==> config.mk <==
export PLATFORM = sky130hd
export DESIGN_NAME = rr_arbiter
export DESIGN_NICKNAME = d
export VERILOG_FILES = /design/src/rtl/rr_arbiter.sv
export SDC_FILE = /design/constraint.sdc
export NUM_CORES = 1
export LEC_CHECK = 0
export BUFFER_PORTS_ARGS = -buffer_cell sky130_fd_sc_hd__buf_4
export CORE_UTILIZATION = 25
export DETAILED_ROUTE_END_ITERATION = 7
export GPL_ROUTABILITY_DRIVEN = 0
export GPL_TIMING_DRIVEN = 0
export SLEW_MARGIN = 10
export SYNTH_ARGS = -nofsm -noshare
export SYNTH_HDL_FRONTEND = slang
export SYNTH_SLANG_ARGS = --single-unit
==> constraint.sdc <==
create_clock -name clock -period 1.85 [get_ports clock]
set_input_delay 0.185 -clock clock [delete_from_list [all_inputs] [get_ports clock]]
set_output_delay 0.185 -clock clock [all_outputs]
set_load 0.02 [all_outputs]
==> src/rtl/rr_arbiter.sv <==
// rr_arbiter: round-robin arbiter for one shared resource among N requesters.
// An owner keeps the grant while it holds its request, up to MAX_HOLD cycles;
// on expiry the grant is revoked and timeout pulses for one cycle. The most
// recent owner always becomes lowest priority at the next arbitration.
//
// Ports:
//   clock   - single clock, rising edge
//   reset   - asynchronous, active-high reset
//   req     - [N-1:0] level-sensitive request vector
//   gnt     - [N-1:0] registered one-hot (or zero) grant vector
//   gnt_id  - index of current owner; holds last owner while idle
//   busy    - high while any grant is active
//   timeout - one-cycle pulse after a forced revocation
module rr_arbiter #(
  parameter int N        = 4,
  parameter int MAX_HOLD = 8
) (
  input  logic                 clock,
  input  logic                 reset,
  input  logic [N-1:0]         req,
  output logic [N-1:0]         gnt,
  output logic [$clog2(N)-1:0] gnt_id,
  output logic                 busy,
  output logic                 timeout
);

  localparam int IW = $clog2(N);
  localparam int HW = $clog2(MAX_HOLD + 1);

  typedef enum logic {IDLE, GRANT} state_t;

  state_t          state;
  logic [IW-1:0]   ptr;
  logic [HW-1:0]   hold_cnt;

  logic [2*N-1:0]  req_dbl;
  logic [N-1:0]    rot;
  logic            sel_found;
  logic [IW-1:0]   sel_idx;
  logic [IW:0]     sum;
  logic            owner_req;
  logic [IW-1:0]   ptr_next;

  // Rotate the request vector so that bit 0 is the requester at ptr; the
  // first set bit of the rotated vector is then the winner, offset by ptr.
  always_comb begin
    req_dbl   = {req, req} >> ptr;
    rot       = req_dbl[N-1:0];
    sel_found = 1'b0;
    sel_idx   = '0;
    sum       = '0;
    for (int unsigned i = 0; i < N; i++) begin
      if (!sel_found && rot[i]) begin
        sel_found = 1'b1;
        sum       = {1'b0, ptr} + (IW+1)'(i);
        if (sum >= (IW+1)'(N)) sum = sum - (IW+1)'(N);
        sel_idx   = sum[IW-1:0];
      end
    end
  end

  // gnt is one-hot while granting, so this tests req of the owner only.
  assign owner_req = |(req & gnt);
  assign ptr_next  = (gnt_id == IW'(N - 1)) ? '0 : gnt_id + 1'b1;

  always_ff @(posedge clock or posedge reset) begin
    if (reset) begin
      state    <= IDLE;
      gnt      <= '0;
      gnt_id   <= '0;
      busy     <= 1'b0;
      timeout  <= 1'b0;
      ptr      <= '0;
      hold_cnt <= '0;
    end else begin
      timeout <= 1'b0;
      case (state)
        IDLE: begin
          if (sel_found) begin
            gnt      <= N'(1) << sel_idx;
            gnt_id   <= sel_idx;
            busy     <= 1'b1;
            hold_cnt <= '0;
            state    <= GRANT;
          end
        end
        GRANT: begin
          if (!owner_req) begin
            gnt   <= '0;
            busy  <= 1'b0;
            ptr   <= ptr_next;
            state <= IDLE;
          end else if (hold_cnt == HW'(MAX_HOLD - 1)) begin
            gnt     <= '0;
            busy    <= 1'b0;
            ptr     <= ptr_next;
            timeout <= 1'b1;
            state   <= IDLE;
          end else begin
            hold_cnt <= hold_cnt + 1'b1;
          end
        end
        default: state <= IDLE;
      endcase
    end
  end

endmodule

* Word level (Yosys, flattened, before mapping)
Index checks and enable logic that the tools add are counted.
Word-level totals: register bits after elaboration 15, bits of input ports 6, logic and storage cells 76
Operators by class: eq/ne operators 7, bitwise operators 2, shift-type cells 2, multiplexer cells 34, $lt $le $gt $ge 4, add/subtract/negate cells 9, reduce and logical (&&, ||, !) cells 11
Operators by type and width (number):
- $mux W4 | 6
- $mux W2 | 11
- $pmux W4 S2 | 2
- $mux W1 | 13
- $ge A3 B3 Y1 const B | 3
- $shr A8 B2 Y4 | 1
- $sub A2 B1 Y2 const B | 4
- $add A2 B2 Y3 const B | 2
- $reduce_and A2 Y1 | 3
- $add A4 B1 Y4 const B | 1
- $and A4 B4 Y4 | 1
- $eq A4 B3 Y1 const B | 1
- $ne A2 B1 Y1 const B | 2
- $ne A2 B2 Y1 const B | 2
- $pmux W1 S2 | 2
- $reduce_or A4 Y1 | 1
- $shl A1 B2 Y4 const A | 1
- $add A2 B1 Y3 const B | 1
- $ge A2 B3 Y1 const B | 1
- $logic_and A1 B1 Y1 | 3
- $logic_not A1 Y1 | 3
- $ne A3 B2 Y1 const B | 1
- $reduce_and A3 Y1 | 1
- $add A2 B1 Y2 const B | 1
- 2 further kinds | 2

* Longest topological paths before layout
Gate-level depths: netlist (run 1).
word-level depth 14, mapped depth 5, depth with buffers taken out 5

* Worst setup path before layout (run 1)
No wires, ideal clock.
path type reg-to-reg, start point reg gnt[1], end point reg ptr[0], period minus slack after synthesis 1.526 ns, path slack 0.324 ns, library setup time 0.125 ns, data arrival time 1.401 ns, buffers on the path 0, cell stages (with the launch flop) 5, path through dfrtp_1 -> a22o_4 -> o21ai_4 -> and2_4 -> mux2_4
Between the ends: longest elaborated chain between the ends 4, elaborated cells between the ends (all ways) 5, those cells by class 1 x eq/ne; 1 x mux; 1 x bitwise; 2 x reduce/logical
Ends and longest elaborated chain:
- start: declaration | line 21 | output logic [N-1:0] gnt,
- start signal: assignment | line 80 | gnt <= N'(1) << sel_idx;
- $and A4 B4 Y4 (*) | line 63 | assign owner_req = |(req & gnt);
- $reduce_or A4 Y1 (*) | line 63
- $ne A2 B1 Y1 (no line)
- $reduce_and A2 Y1 (no line)
- end signal: assignment | line 91 | ptr <= ptr_next;
- end signal: assignment | line 96 | ptr <= ptr_next;
- end: declaration | line 33 | logic [IW-1:0] ptr;
Every way passes the cells marked *; elsewhere a longest branch is shown, timed or not. A chain may end at the register's enable or synchronous reset.

* Worst setup path after layout (run 1)
start point reg hold_cnt[0], end point reg ptr[1]
Between the ends: longest elaborated chain between the ends 3
Ends and longest elaborated chain:
- start: declaration | line 34 | logic [HW-1:0] hold_cnt;
- start signal: assignment | line 100 | hold_cnt <= hold_cnt + 1'b1;
- $eq A4 B3 Y1 | line 93 | end else if (hold_cnt == HW'(MAX_HOLD - 1)) begin
- $ne A2 B1 Y1 (no line)
- $reduce_and A2 Y1 (no line)
Every way passes these cells.

==> results of run 1 <==
## synthesized netlist by cell type (2+ instances only)
| master | number | area share |
|---|---|---|
| sky130_fd_sc_hd__a21oi_1 | 4 | 0.026 |
| sky130_fd_sc_hd__a22o_4 | 2 | 0.045 |
| sky130_fd_sc_hd__a32o_1 | 2 | 0.026 |
| sky130_fd_sc_hd__dfrtp_1 | 15 | 0.48 |
| sky130_fd_sc_hd__ha_1 | 2 | 0.032 |
| sky130_fd_sc_hd__inv_1 | 3 | 0.014 |
| sky130_fd_sc_hd__mux2_4 | 2 | 0.039 |
| sky130_fd_sc_hd__nand2_1 | 6 | 0.029 |
| sky130_fd_sc_hd__nand3_1 | 2 | 0.013 |
| sky130_fd_sc_hd__nor2_1 | 5 | 0.024 |
| sky130_fd_sc_hd__nor2b_1 | 2 | 0.016 |
| sky130_fd_sc_hd__nor3b_1 | 2 | 0.019 |
| sky130_fd_sc_hd__o211ai_1 | 2 | 0.019 |
| sky130_fd_sc_hd__o21ai_0 | 7 | 0.045 |
| sky130_fd_sc_hd__o32ai_1 | 2 | 0.023 |
## kinds of logic (layout without fill, tap and decap cells)
family	count (synthesis)	in the layout	share of synthesized area
fa+ha+maj	2	2	0.0321
buf+inv	5	23	0.0257
flops	15	15	0.482
compound gates	25	25	0.265
mux	2	2	0.0386
simple gates	23	23	0.156
## report_power, final
group	internal [uW]	total (uW)	switching, uW
Combinational	382	813	431
Clock	82.5	209	126
Sequential	454	564	111
Total	918	1590	668
## sequential cells by signal, indices dropped and copies added (netlist names)
name	flops
busy	1
state	1
hold_cnt	4
gnt	4
gnt_id	2
timeout	1
ptr	2
## metrics by stage
step	hold WS, ns	total power (uW)	util	std cells
after floorplan	0.0865	1140	-	72
after global placement	0.268	1360	0.321	116
after detailed placement	0.277	1390	0.321	116
after CTS	0.318	1610	0.335	121
after global routing	0.326	1720	0.335	121
final	0.324	1590	0.335	121
## placed cells by master (no fill, tap or decap), types with 3 or more instances in the layout
cell type and n:
sky130_fd_sc_hd__dfrtp_1 15, sky130_fd_sc_hd__buf_4 13, sky130_fd_sc_hd__o21ai_0 7, sky130_fd_sc_hd__nand2_1 6, sky130_fd_sc_hd__nor2_1 5, sky130_fd_sc_hd__a21oi_1 4, sky130_fd_sc_hd__inv_1 3, sky130_fd_sc_hd__clkbuf_4 3
## worst max-delay path by stage
stage	from	end
4_1_cts	gnt[1]	ptr[1]
6_report	hold_cnt[0]	ptr[1]
3_3_place_gp	gnt[1]	ptr[1]
5_1_grt	hold_cnt[0]	ptr[0]
2_1_floorplan	gnt[1]	ptr[0]
3_5_place_dp	gnt[1]	ptr[0]
## layout make-up
cell class / count / area (um2) / area share
Clock inverter: 1 / 7.51 / 0.00786
Inverter: 3 / 11.3 / 0.0118
Clock buffer: 3 / 22.5 / 0.0236
Multi-Input combinational cell: 52 / 383 / 0.401
Buffer: 2 / 8.76 / 0.00917
Tap cell: 31 / 38.8 / 0.0406
Timing Repair Buffer: 14 / 108 / 0.113
Sequential cell: 15 / 375 / 0.393
## worst reg2reg max path: stages (launching register included)
cell                       delay [ns]
sky130_fd_sc_hd__dfrtp_1         0.43
sky130_fd_sc_hd__ha_1            0.22
sky130_fd_sc_hd__nand3b_1        0.18
sky130_fd_sc_hd__o21ai_4         0.11
sky130_fd_sc_hd__and2_4          0.20
sky130_fd_sc_hd__mux2_4          0.29
## layer usage
layer / up-vias / GRT usage / wire length, um
met4: 0 / 0.0204 / 8
met1: 297 / 0.135 / 698
met5: - / 0 / 0
li1: 306 / - / -
met3: 3 / 0.0335 / 78
met2: 12 / 0.188 / 815
==> implementation parameters, run 1 <==
Parameter                              Value

STA
  Final count of pins violating max slew ... 0
  Worst rel slew slack ... 0.629
  Max Clock Skew ... 0.00645 ns
  Final clock period utilization by the worst path ... 0.830
  Transition time at the pin with the least slew margin ... 0.555 ns
  RSZ-0062 raised after global routing ... false
  Total Negative Setup Slacks ... 0 ns
  Post-layout minimum cycle time ... 1.54 ns
  PnR worst setup slack ... 0.315 ns
  Fmax achieved ... 0.651 GHz
  Endpoints failing setup ... 0
  Final hold viol count ... 0

Power
  Maximum resistive drop on vdd ... 0.330 mV
  Power per Cell Area ... 1660 nW/um2
  Leakage ... 0.000430 uW

Floorplan
  Area of the die ... 3340 um2
  Effective utilization at floorplan ... 0.273
  Chip Width ... 57.8 um
  Std-Cell Rows ... 19
  Height of the die ... 57.8 um
  Core outline area ... 2850 um2
  Number of ports placed on the die boundary ... 14

Final layout
  Final net count ... 99
  Ant diodes ... 0
  Fraction of final layout cells sized beyond drive strength 1 ... 0.278
  Count of fill cells added during filler insertion ... 299
  Design area ... 955 um2
  Area growth syn-to-layout ... 22.7%

Flow run
  Number of max-cap violations ... 0

Placed design
  Placement-stage cell area ... 915 um2
  Number of buffers inserted by port buffering ... 13
  Placement Setup Slack ... 0.331 ns
  DP Wirelength ... 1.18 mm

Critical path
  Peak per-stage delay on the critical path ... 0.43 ns
  Kind of end point of the critical path ... register
  Worst EP required ... 2.04 ns
  Crit path depth ... 5
  Crit Path Class ... reg -> reg
  Crit path launch type ... register
  Critical-path cell with the highest stage delay ... sky130_fd_sc_hd__dfrtp_1
  Cell Chain, Critical Path ... ha_1 > nand3b_1 > o21ai_4 > and2_4 > mux2_4
  Slack of the worst reg-to-reg path ... 0.31 ns
  Worst reg2reg path depth ... 5
  Buffers & Inverters on Critical Path ... 0
  Category of cells accounting for the largest share of critical-path delay ... flip-flops
  Reg2Reg Capture Point ... ptr[1]
  Source of the worst register-to-register timing path ... hold_cnt[0]
  Arrival time at the worst endpoint ... 1.73 ns
  Critical path peak fanout ... 6

Routing
  Drc violations ... 1
  Routed length per instance ... 13.2 um
  Starting DRT DRC Count ... 43
  Via count ... 618
  Routed wire length ... 1.60 mm
  Number of nets with antenna violations after detailed routing ... 0
  Detail-routed via count per cell ... 5.11
  Initial DRT Pass Iterations ... 6

Synth
  Net count after synthesis ... 80
  Average size of a mapped cell ... 10.8 um2
  Top flip-flop cell by instance count after synthesis ... sky130_fd_sc_hd__dfrtp_1
  Fraction of registers with async set or reset after synthesis ... 1.00
  Synthesized area ... 778 um2
  Count of different cell masters after synthesis ... 29
  Number of enable-type register cells in the synthesized netlist ... 0
  Sequential element share of the synthesized area ... 0.482
  Count of yosys warnings during synthesis ... 0
  Flops & latches, synth ... 15
  Count of mapped cells out of synthesis ... 72

Global routing
  Global route overflow ... 0
  Largest net degree at the start of global routing ... 16
  Vias in the first global route ... 605
  Number of antenna violations at the first check in global routing ... 0
  Global-route wire length before repair ... 2.75 mm
  Tot GR Track Use ... 0.108

Run status
  Failing checks ... DRC
  Outcome ... complete, but fails checks

CTS
  H-tree levels ... 1
  Clock slew seen by the registers of the worst setup and hold paths ... 0.11 ns
  Number of buffers inserted to repair setup after CTS ... 0
  Maximum clock insertion buffer count ... 2
  Num CTS Buffers ... 3
  Post-CTS Resized ... 0
  Worst skew pair latency ... 0.30 ns
  # clock sinks ... 15
  Clock root buffer ... sky130_fd_sc_hd__clkbuf_4
  Clock tree from TritonCTS ... built
  Hold buffer count at CTS ... 1

Min path
  Endpoint, Worst Hold ... timeout
  Min-Delay Path Class ... in -> reg
  Startpoint of the tightest hold check path ... req[3]
  Cells on Worst Hold Path ... 4
(Power assumes the default switching activity.)
==> run 2, diff against run 1 <==
==> constraint.sdc (replaced) <==
create_clock -name clock -period 1.5 [get_ports clock]
set_input_delay 0.15 -clock clock [delete_from_list [all_inputs] [get_ports clock]]
set_output_delay 0.15 -clock clock [all_outputs]
set_load 0.02 [all_outputs]
==> run 2 against run 1 <==
  * The run still ends with DRC left
  * Final cell count up 3.3%
  * Register-to-register slack worse by 0.27 ns
  * Count of clock-buffer cells in the layout did not move
  * Wire length grew 7.6%
  * Total power rose by 31%
  * Critical path depth shrank 1
  * Utilization is 1.8 points higher
  * Non-clock buffer count increased by 4
  * Clock power is 15% higher
  * Global-route usage rose by 0.43 points
  * Sequential power is 26% higher
  * Via count grew 4.4%
  * Critical endpoint is now ptr[0]
  * Largest cell class unchanged
  * Highest routed layer unchanged
==> implementation parameters, run 2 (synthesis results as in run 1) <==
Parameter                              Value

Run status
  Outcome ... complete, but fails checks
  Failing checks ... DRC

STA
  Fmax achieved ... 0.685 GHz (+5.2%)
  Endpoints failing setup ... 0 (unchanged)
  Worst rel slew slack ... 0.602 (-0.0278)
  Final hold viol count ... 0 (unchanged)
  Transition time at the pin with the least slew margin ... 0.597 ns (+0.0417 ns)
  Final count of pins violating max slew ... 0 (unchanged)
  PnR worst setup slack ... 0.0399 ns (-0.275 ns)
  RSZ-0062 raised after global routing ... true
  Post-layout minimum cycle time ... 1.46 ns (-0.0753 ns)
  Max Clock Skew ... 0.0112 ns (+0.00479 ns)
  Final clock period utilization by the worst path ... 0.973 (+0.143)

Min path
  Min-Delay Path Class ... in -> reg
  Startpoint of the tightest hold check path ... req[1]
  Endpoint, Worst Hold ... gnt_id[0]
  Cells on Worst Hold Path ... 3 (-1)

Placed design
  DP Wirelength ... 1.22 mm (+2.7%)
  Number of buffers inserted by port buffering ... 13 (unchanged)
  Cells after DPL ... 116 (unchanged)
  Placement-stage cell area ... 918 um2 (+0.41%)
  Placement Setup Slack ... -0.0422 ns (-0.373 ns)

Critical path
  Critical path peak fanout ... 3 (-3)
  Crit path launch type ... register
  Kind of end point of the critical path ... register
  Worst EP required ... 1.67 ns (-0.37 ns)
  Worst reg2reg path depth ... 4 (-1)
  Slack of the worst reg-to-reg path ... 0.04 ns (-0.27 ns)
  Arrival time at the worst endpoint ... 1.63 ns (-0.10 ns)
  Source of the worst register-to-register timing path ... gnt[1]
  Crit Path Class ... reg -> reg
  Reg2Reg Capture Point ... ptr[0]

Routing
  Starting DRT DRC Count ... 13 (-70%)
  Detail-routed via count per cell ... 5.16 (+1.0%)
  Number of nets with antenna violations after detailed routing ... 0 (unchanged)
  Routed wire length ... 1.72 mm (+7.6%)
  Via count ... 645 (+4.4%)
  Drc violations ... 2 (+1)
  Routed length per instance ... 13.8 um (+4.2%)
  Initial DRT Pass Iterations ... 5 (-1)

CTS
  # clock sinks ... 15 (unchanged)
  Clock tree from TritonCTS ... built
  Maximum clock insertion buffer count ... 2 (unchanged)
  H-tree levels ... 1 (unchanged)
  Worst skew pair latency ... 0.29 ns (about the same)
  Num CTS Buffers ... 3 (unchanged)
  Clock slew seen by the registers of the worst setup and hold paths ... 0.09 ns (-0.02 ns)
  Clock root buffer ... sky130_fd_sc_hd__clkbuf_4

Flow run
  Number of max-cap violations ... 0 (unchanged)

Floorplan
  Effective utilization at floorplan ... 0.273 (unchanged)
  Number of ports placed on the die boundary ... 14 (unchanged)
  Height of the die ... 57.8 um (unchanged)
  Std-Cell Rows ... 19 (unchanged)
  Core outline area ... 2850 um2 (unchanged)
  Area of the die ... 3340 um2 (unchanged)
  Chip Width ... 57.8 um (unchanged)

Final layout
  Final net count ... 103 (+4.0%)
  Fraction of final layout cells sized beyond drive strength 1 ... 0.383 (+0.105)
  Finished Core Util ... 0.352 (+0.0175)
  Ant diodes ... 0 (unchanged)
  Count of fill cells added during filler insertion ... 309 (+3.3%)
  Most common library cell in the layout ignoring fill and taps ... sky130_fd_sc_hd__buf_4
  Final instance count without filler cells ... 125 (+3.3%)
  Highest-count cells in the layout ignoring fill and taps ... sky130_fd_sc_hd__buf_4 (17), sky130_fd_sc_hd__dfrtp_1 (12), sky130_fd_sc_hd__nand2_1 (6), sky130_fd_sc_hd__o21ai_0 (6), sky130_fd_sc_hd__nor2_1 (5)
  Area growth syn-to-layout ... 29.1%
  Registers with the most flip-flops ... gnt x4, hold_cnt x4
  Design area ... 1000 um2 (+5.2%)

Global routing
  Vias in the first global route ... 644 (+6.4%)
  Number of antenna violations at the first check in global routing ... 0 (unchanged)
  Largest net degree at the start of global routing ... 16 (unchanged)
  Tot GR Track Use ... 0.113 (+0.00430)
  Global route overflow ... 0 (unchanged)
  Global-route wire length before repair ... 2.90 mm (+5.5%)

Power
  Leakage ... 0.000447 uW (+3.9%)
  Power per Cell Area ... 2060 nW/um2 (+24%)
  Maximum resistive drop on vdd ... 0.441 mV (+34%)
[run 2: changes by cell type in the layout (fill, tap and decap cells not counted)]
cell / change
sky130_fd_sc_hd__buf_4: +4
sky130_fd_sc_hd__dfrtp_1: -3
sky130_fd_sc_hd__dfrtp_2: +3
sky130_fd_sc_hd__a21oi_1: -2
sky130_fd_sc_hd__a21oi_2: +2
sky130_fd_sc_hd__ha_1: -1
sky130_fd_sc_hd__ha_2: +1
sky130_fd_sc_hd__o21ai_0: -1
sky130_fd_sc_hd__o21ai_1: +1
sky130_fd_sc_hd__o22ai_1: -1
sky130_fd_sc_hd__o22ai_2: +1
[run 2: worst max-delay path by stage]
stage / start / endpoint / slack, ns / cells past startpoint
after floorplan: gnt[2] / ptr[0] / -0.0003 / 4
after global placement: gnt[2] / ptr[0] / -0.01 / 4
after detailed placement: gnt[2] / ptr[0] / -0.04 / 4
after CTS: hold_cnt[0] / ptr[0] / 0.007 / 5
after global routing: ptr[0] / gnt[2] / -0.06 / 4
final: gnt[1] / ptr[0] / 0.04 / 4
[run 2: through the flow]
step                      total power, uW  hold WS (ns)   TNS [ns]
after floorplan                      1420        0.0513  -0.000598
after global placement               1690         0.245    -0.0273
after detailed placement             1730         0.251    -0.0805
after CTS                            2050         0.309          0
after global routing                 2240         0.330     -0.253
final                                2070         0.309          0
[run 2: what timing repair did]
action	in CTS	in global routing
hold endpoints to repair	15	0
setup buffers	3	1
pin swaps	2	0
gates cloned	0	0
hold buffers	1	0
endpoints found under the setup margin	3	8
resized for setup	0	5
[run 2: cell type report]
class                   count  area, um2  area share
multi-input cells          52        399       0.397
repair buffers             18        138       0.137
clock buffers               3       22.5      0.0224
inverters                   3       11.3      0.0112
well taps                  31       38.8      0.0386
flip-flops and latches     15        379       0.377
plain buffers               2       8.76     0.00872
clock inverters             1       7.51     0.00747
[run 2: routing by layer]
metal | global-route usage | part of all wire | wire [um] | vias to the layer above
met1 | 0.143 | 0.42 | 732 | 316
li1 | - | - | - | 315
met5 | 0 | 0 | 0 | -
met4 | 0.0306 | 0.0081 | 14 | 0
met2 | 0.193 | 0.53 | 910 | 12
met3 | 0.0268 | 0.039 | 67 | 2
[run 2: report_power, final]
part	internal [uW]	switching [uW]	total, uW
logic	554	569	1120
clock network	101	140	241
registers	567	141	708
total	1220	850	2070
[run 2: worst max-delay path: stages (launching register included)]
cell and delay, ns:
sky130_fd_sc_hd__dfrtp_2 0.43, sky130_fd_sc_hd__a22o_4 0.27, sky130_fd_sc_hd__o21ai_4 0.17, sky130_fd_sc_hd__and2_4 0.19
sky130_fd_sc_hd__mux2_4 0.30
==> run 3, diff against run 2 <==
--- a/config.mk
+++ b/config.mk
@@ -6,10 +6,11 @@
 export NUM_CORES = 1
 export LEC_CHECK = 0
 export BUFFER_PORTS_ARGS = -buffer_cell sky130_fd_sc_hd__buf_4
-export CORE_UTILIZATION = 25
+export CORE_UTILIZATION = 50
 export DETAILED_ROUTE_END_ITERATION = 7
 export GPL_ROUTABILITY_DRIVEN = 0
 export GPL_TIMING_DRIVEN = 0
+export PLACE_DENSITY = 0.73
 export SLEW_MARGIN = 10
 export SYNTH_ARGS = -nofsm -noshare
 export SYNTH_HDL_FRONTEND = slang
==> run 3 against run 2 <==
  * The flow now finishes without violations
  * Total power up 1.1%
  * Final cell count is 11% lower
  * Utilization grew 37 points
  * Design area down 1.1%
  * First-iteration DRC count fell by 7.7%
  * Register-to-register slack lost 0.02 ns
  * Sequential share of layout area grew 0.43 points
  * Clock power is 2% lower
  * Hold slack improved by 0.0043 ns
  * Critical path depth did not move
  * Highest routed layer unchanged
  * Die area shrank 49%
  * Sequential power about the same
==> implementation parameters, run 3 (synthesis results as in run 1) <==
Parameter                              Value

Power
  Power per Cell Area ... 2110 nW/um2 (+2.2%)
  Net switching power ... 846 uW (-0.49%)
  Part of the total power dissipated in the clock network ... 0.112 (-0.004)
  Internal power contribution ... 1250 uW (+2.1%)
  Leakage ... 0.000462 uW (+3.3%)
  Switching fraction of total power ... 0.404 (-0.00627)
  Maximum resistive drop on vdd ... 1.50 mV (+240%)
  Part of the power in combinational logic ... 0.551 (+0.009)
  Post-route total power ... 2090 uW (+1.1%)
  Seq pwr share ... 0.336 (-0.006)

STA
  Final hold viol count ... 0 (unchanged)
  Fmax achieved ... 0.677 GHz (-1.2%)
  PnR worst setup slack ... 0.0222 ns (-0.0176 ns)
  RSZ-0062 raised after global routing ... true
  Final clock period utilization by the worst path ... 0.985 (+0.0118)
  Worst rel slew slack ... 0.626 (+0.0239)
  Post-layout minimum cycle time ... 1.48 ns (+0.0176 ns)
  Max Clock Skew ... 0.00270 ns (-0.00854 ns)
  Total Negative Setup Slacks ... 0 ns (unchanged)
  Final count of pins violating max slew ... 0 (unchanged)
  Transition time at the pin with the least slew margin ... 0.561 ns (-0.0358 ns)
  Endpoints failing setup ... 0 (unchanged)

CTS
  Worst skew pair latency ... 0.28 ns (about the same)
  Clock tree from TritonCTS ... built
  Num CTS Buffers ... 3 (unchanged)
  # clock sinks ... 15 (unchanged)
  H-tree levels ... 1 (unchanged)
  Clock slew seen by the registers of the worst setup and hold paths ... 0.09 ns (about the same)
  Maximum clock insertion buffer count ... 2 (unchanged)
  Clock root buffer ... sky130_fd_sc_hd__clkbuf_4

Final layout
  Area growth syn-to-layout ... 27.7%
  Most common library cell in the layout ignoring fill and taps ... sky130_fd_sc_hd__buf_4
  Final net count ... 105 (+1.9%)
  Final instance count without filler cells ... 111 (-11%)
  Highest-count cells in the layout ignoring fill and taps ... sky130_fd_sc_hd__buf_4 (19), sky130_fd_sc_hd__dfrtp_1 (12), sky130_fd_sc_hd__o21ai_0 (7), sky130_fd_sc_hd__nand2_1 (6), sky130_fd_sc_hd__nor2_1 (5)
  Finished Core Util ... 0.727 (+0.375)
  Ant diodes ... 0 (unchanged)
  Fraction of final layout cells sized beyond drive strength 1 ... 0.365 (-0.0184)
  Registers with the most flip-flops ... gnt x4, hold_cnt x4

Run status
  Outcome ... finished, final reports clean

Critical path
  Worst setup path startpoint ... gnt[1]
  Worst Setup EP ... ptr[0]
  Source of the worst register-to-register timing path ... gnt[1]
  Kind of end point of the critical path ... register
  Worst EP required ... 1.67 ns (about the same)
  Crit path launch type ... register
  Critical path peak fanout ... 5 (+2)
  Arrival time at the worst endpoint ... 1.65 ns (+0.02 ns)
  Reg2Reg Capture Point ... ptr[0]
  Crit Path Class ... reg -> reg
  Worst reg2reg path depth ... 4 (unchanged)
  Slack of the worst reg-to-reg path ... 0.02 ns (-0.02 ns)

Routing
  Via count ... 661 (+2.5%)
  Routed length per instance ... 15.2 um (+10%)
  Starting DRT DRC Count ... 12 (-1)
  Initial DRT Pass Iterations ... 4 (-1)
  Detail-routed via count per cell ... 5.95 (+15%)
  Number of nets with antenna violations after detailed routing ... 0 (unchanged)
  Drc violations ... 0 (-2)
  Routed wire length ... 1.69 mm (-2.0%)

Global routing
  Global-route wire length before repair ... 2.79 mm (-3.6%)
  Number of antenna violations at the first check in global routing ... 0 (unchanged)
  Largest net degree at the start of global routing ... 16 (unchanged)
  Vias in the first global route ... 649 (+0.78%)
  Global route overflow ... 0 (unchanged)
  Tot GR Track Use ... 0.205 (+0.0920)

Min path
  Min-Delay Path Class ... in -> reg

Floorplan
  Number of ports placed on the die boundary ... 14 (unchanged)
  Chip Width ... 41.5 um (-28%)
  Core outline area ... 1370 um2 (-52%)
  Std-Cell Rows ... 13 (-6)
  Height of the die ... 41.5 um (-28%)
  Effective utilization at floorplan ... 0.570 (+0.297)
  Area of the die ... 1720 um2 (-49%)

Placed design
  DP Wirelength ... 1.16 mm (-4.9%)
  Cells after DPL ... 100 (-14%)
  Number of buffers inserted by port buffering ... 13 (unchanged)
  Placement Setup Slack ... -0.0181 ns (+0.0241 ns)

Flow run
  Number of max-cap violations ... 0 (unchanged)
[run 3: cell count changes in the layout (fill, tap and decap cells not counted), sizes merged]
cell,change
clkbuf,+1
buf,+2
clkinvlp,-1
[run 3: routing by layer]
metal,vias up,part of all wire,GRT usage
met3,8,0.037,0.0348
met2,21,0.48,0.316
li1,317,-,-
met5,-,0,0
met4,0,0.021,0.0968
met1,315,0.47,0.281
[run 3: power groups by stage]
stage / combinational (uW) / sequential (uW) / clock, uW
floorplan: 626 / 791 / 0
global placement: 980 / 709 / 0
detailed placement: 1010 / 715 / 0
CTS: 1120 / 702 / 242
global route: 1250 / 725 / 260
finish: 1160 / 705 / 235
[run 3: layout make-up]
cell class	count	area, um2
Buffer	2	8.76
Fill cell	107	373
Tap cell	15	18.8
Multi-Input combinational cell	52	397
Clock buffer	4	26.3
Sequential cell	15	379
Timing Repair Buffer	20	153
Inverter	3	11.3
[run 3: metrics by stage]
| step | hold WS [ns] | area (um2) |
|---|---|---|
| after floorplan | 0.0513 | 782 |
| after global placement | 0.233 | 898 |
| after detailed placement | 0.240 | 898 |
| after CTS | 0.318 | 972 |
| after global routing | 0.327 | 993 |
| final | 0.314 | 993 |
[run 3: repair_timing]
action,CTS,global route
hold buffers,1,0
gates resized for setup,0,2
setup endpoints to repair,3,11
pin swaps,2,1
endpoints found under the hold margin,15,0
buffers inserted,5,1
[run 3: worst min path at each step]
stage	startpoint	end	slack, ns	depth (start not counted)
after floorplan	reset	busy	0.05	1
final	req[0]	timeout	0.31	4
after detailed placement	reset	ptr[1]	0.24	2
after global placement	reset	ptr[1]	0.23	2
after CTS	req[3]	timeout	0.32	4
after global routing	req[3]	gnt_id[1]	0.33	3
[run 3: worst max-delay path, stage by stage (launching register included)]
cell and delay (ns):
sky130_fd_sc_hd__dfrtp_2 0.42, sky130_fd_sc_hd__a22o_4 0.26, sky130_fd_sc_hd__o21ai_4 0.19, sky130_fd_sc_hd__and2_4 0.20, sky130_fd_sc_hd__mux2_4 0.30
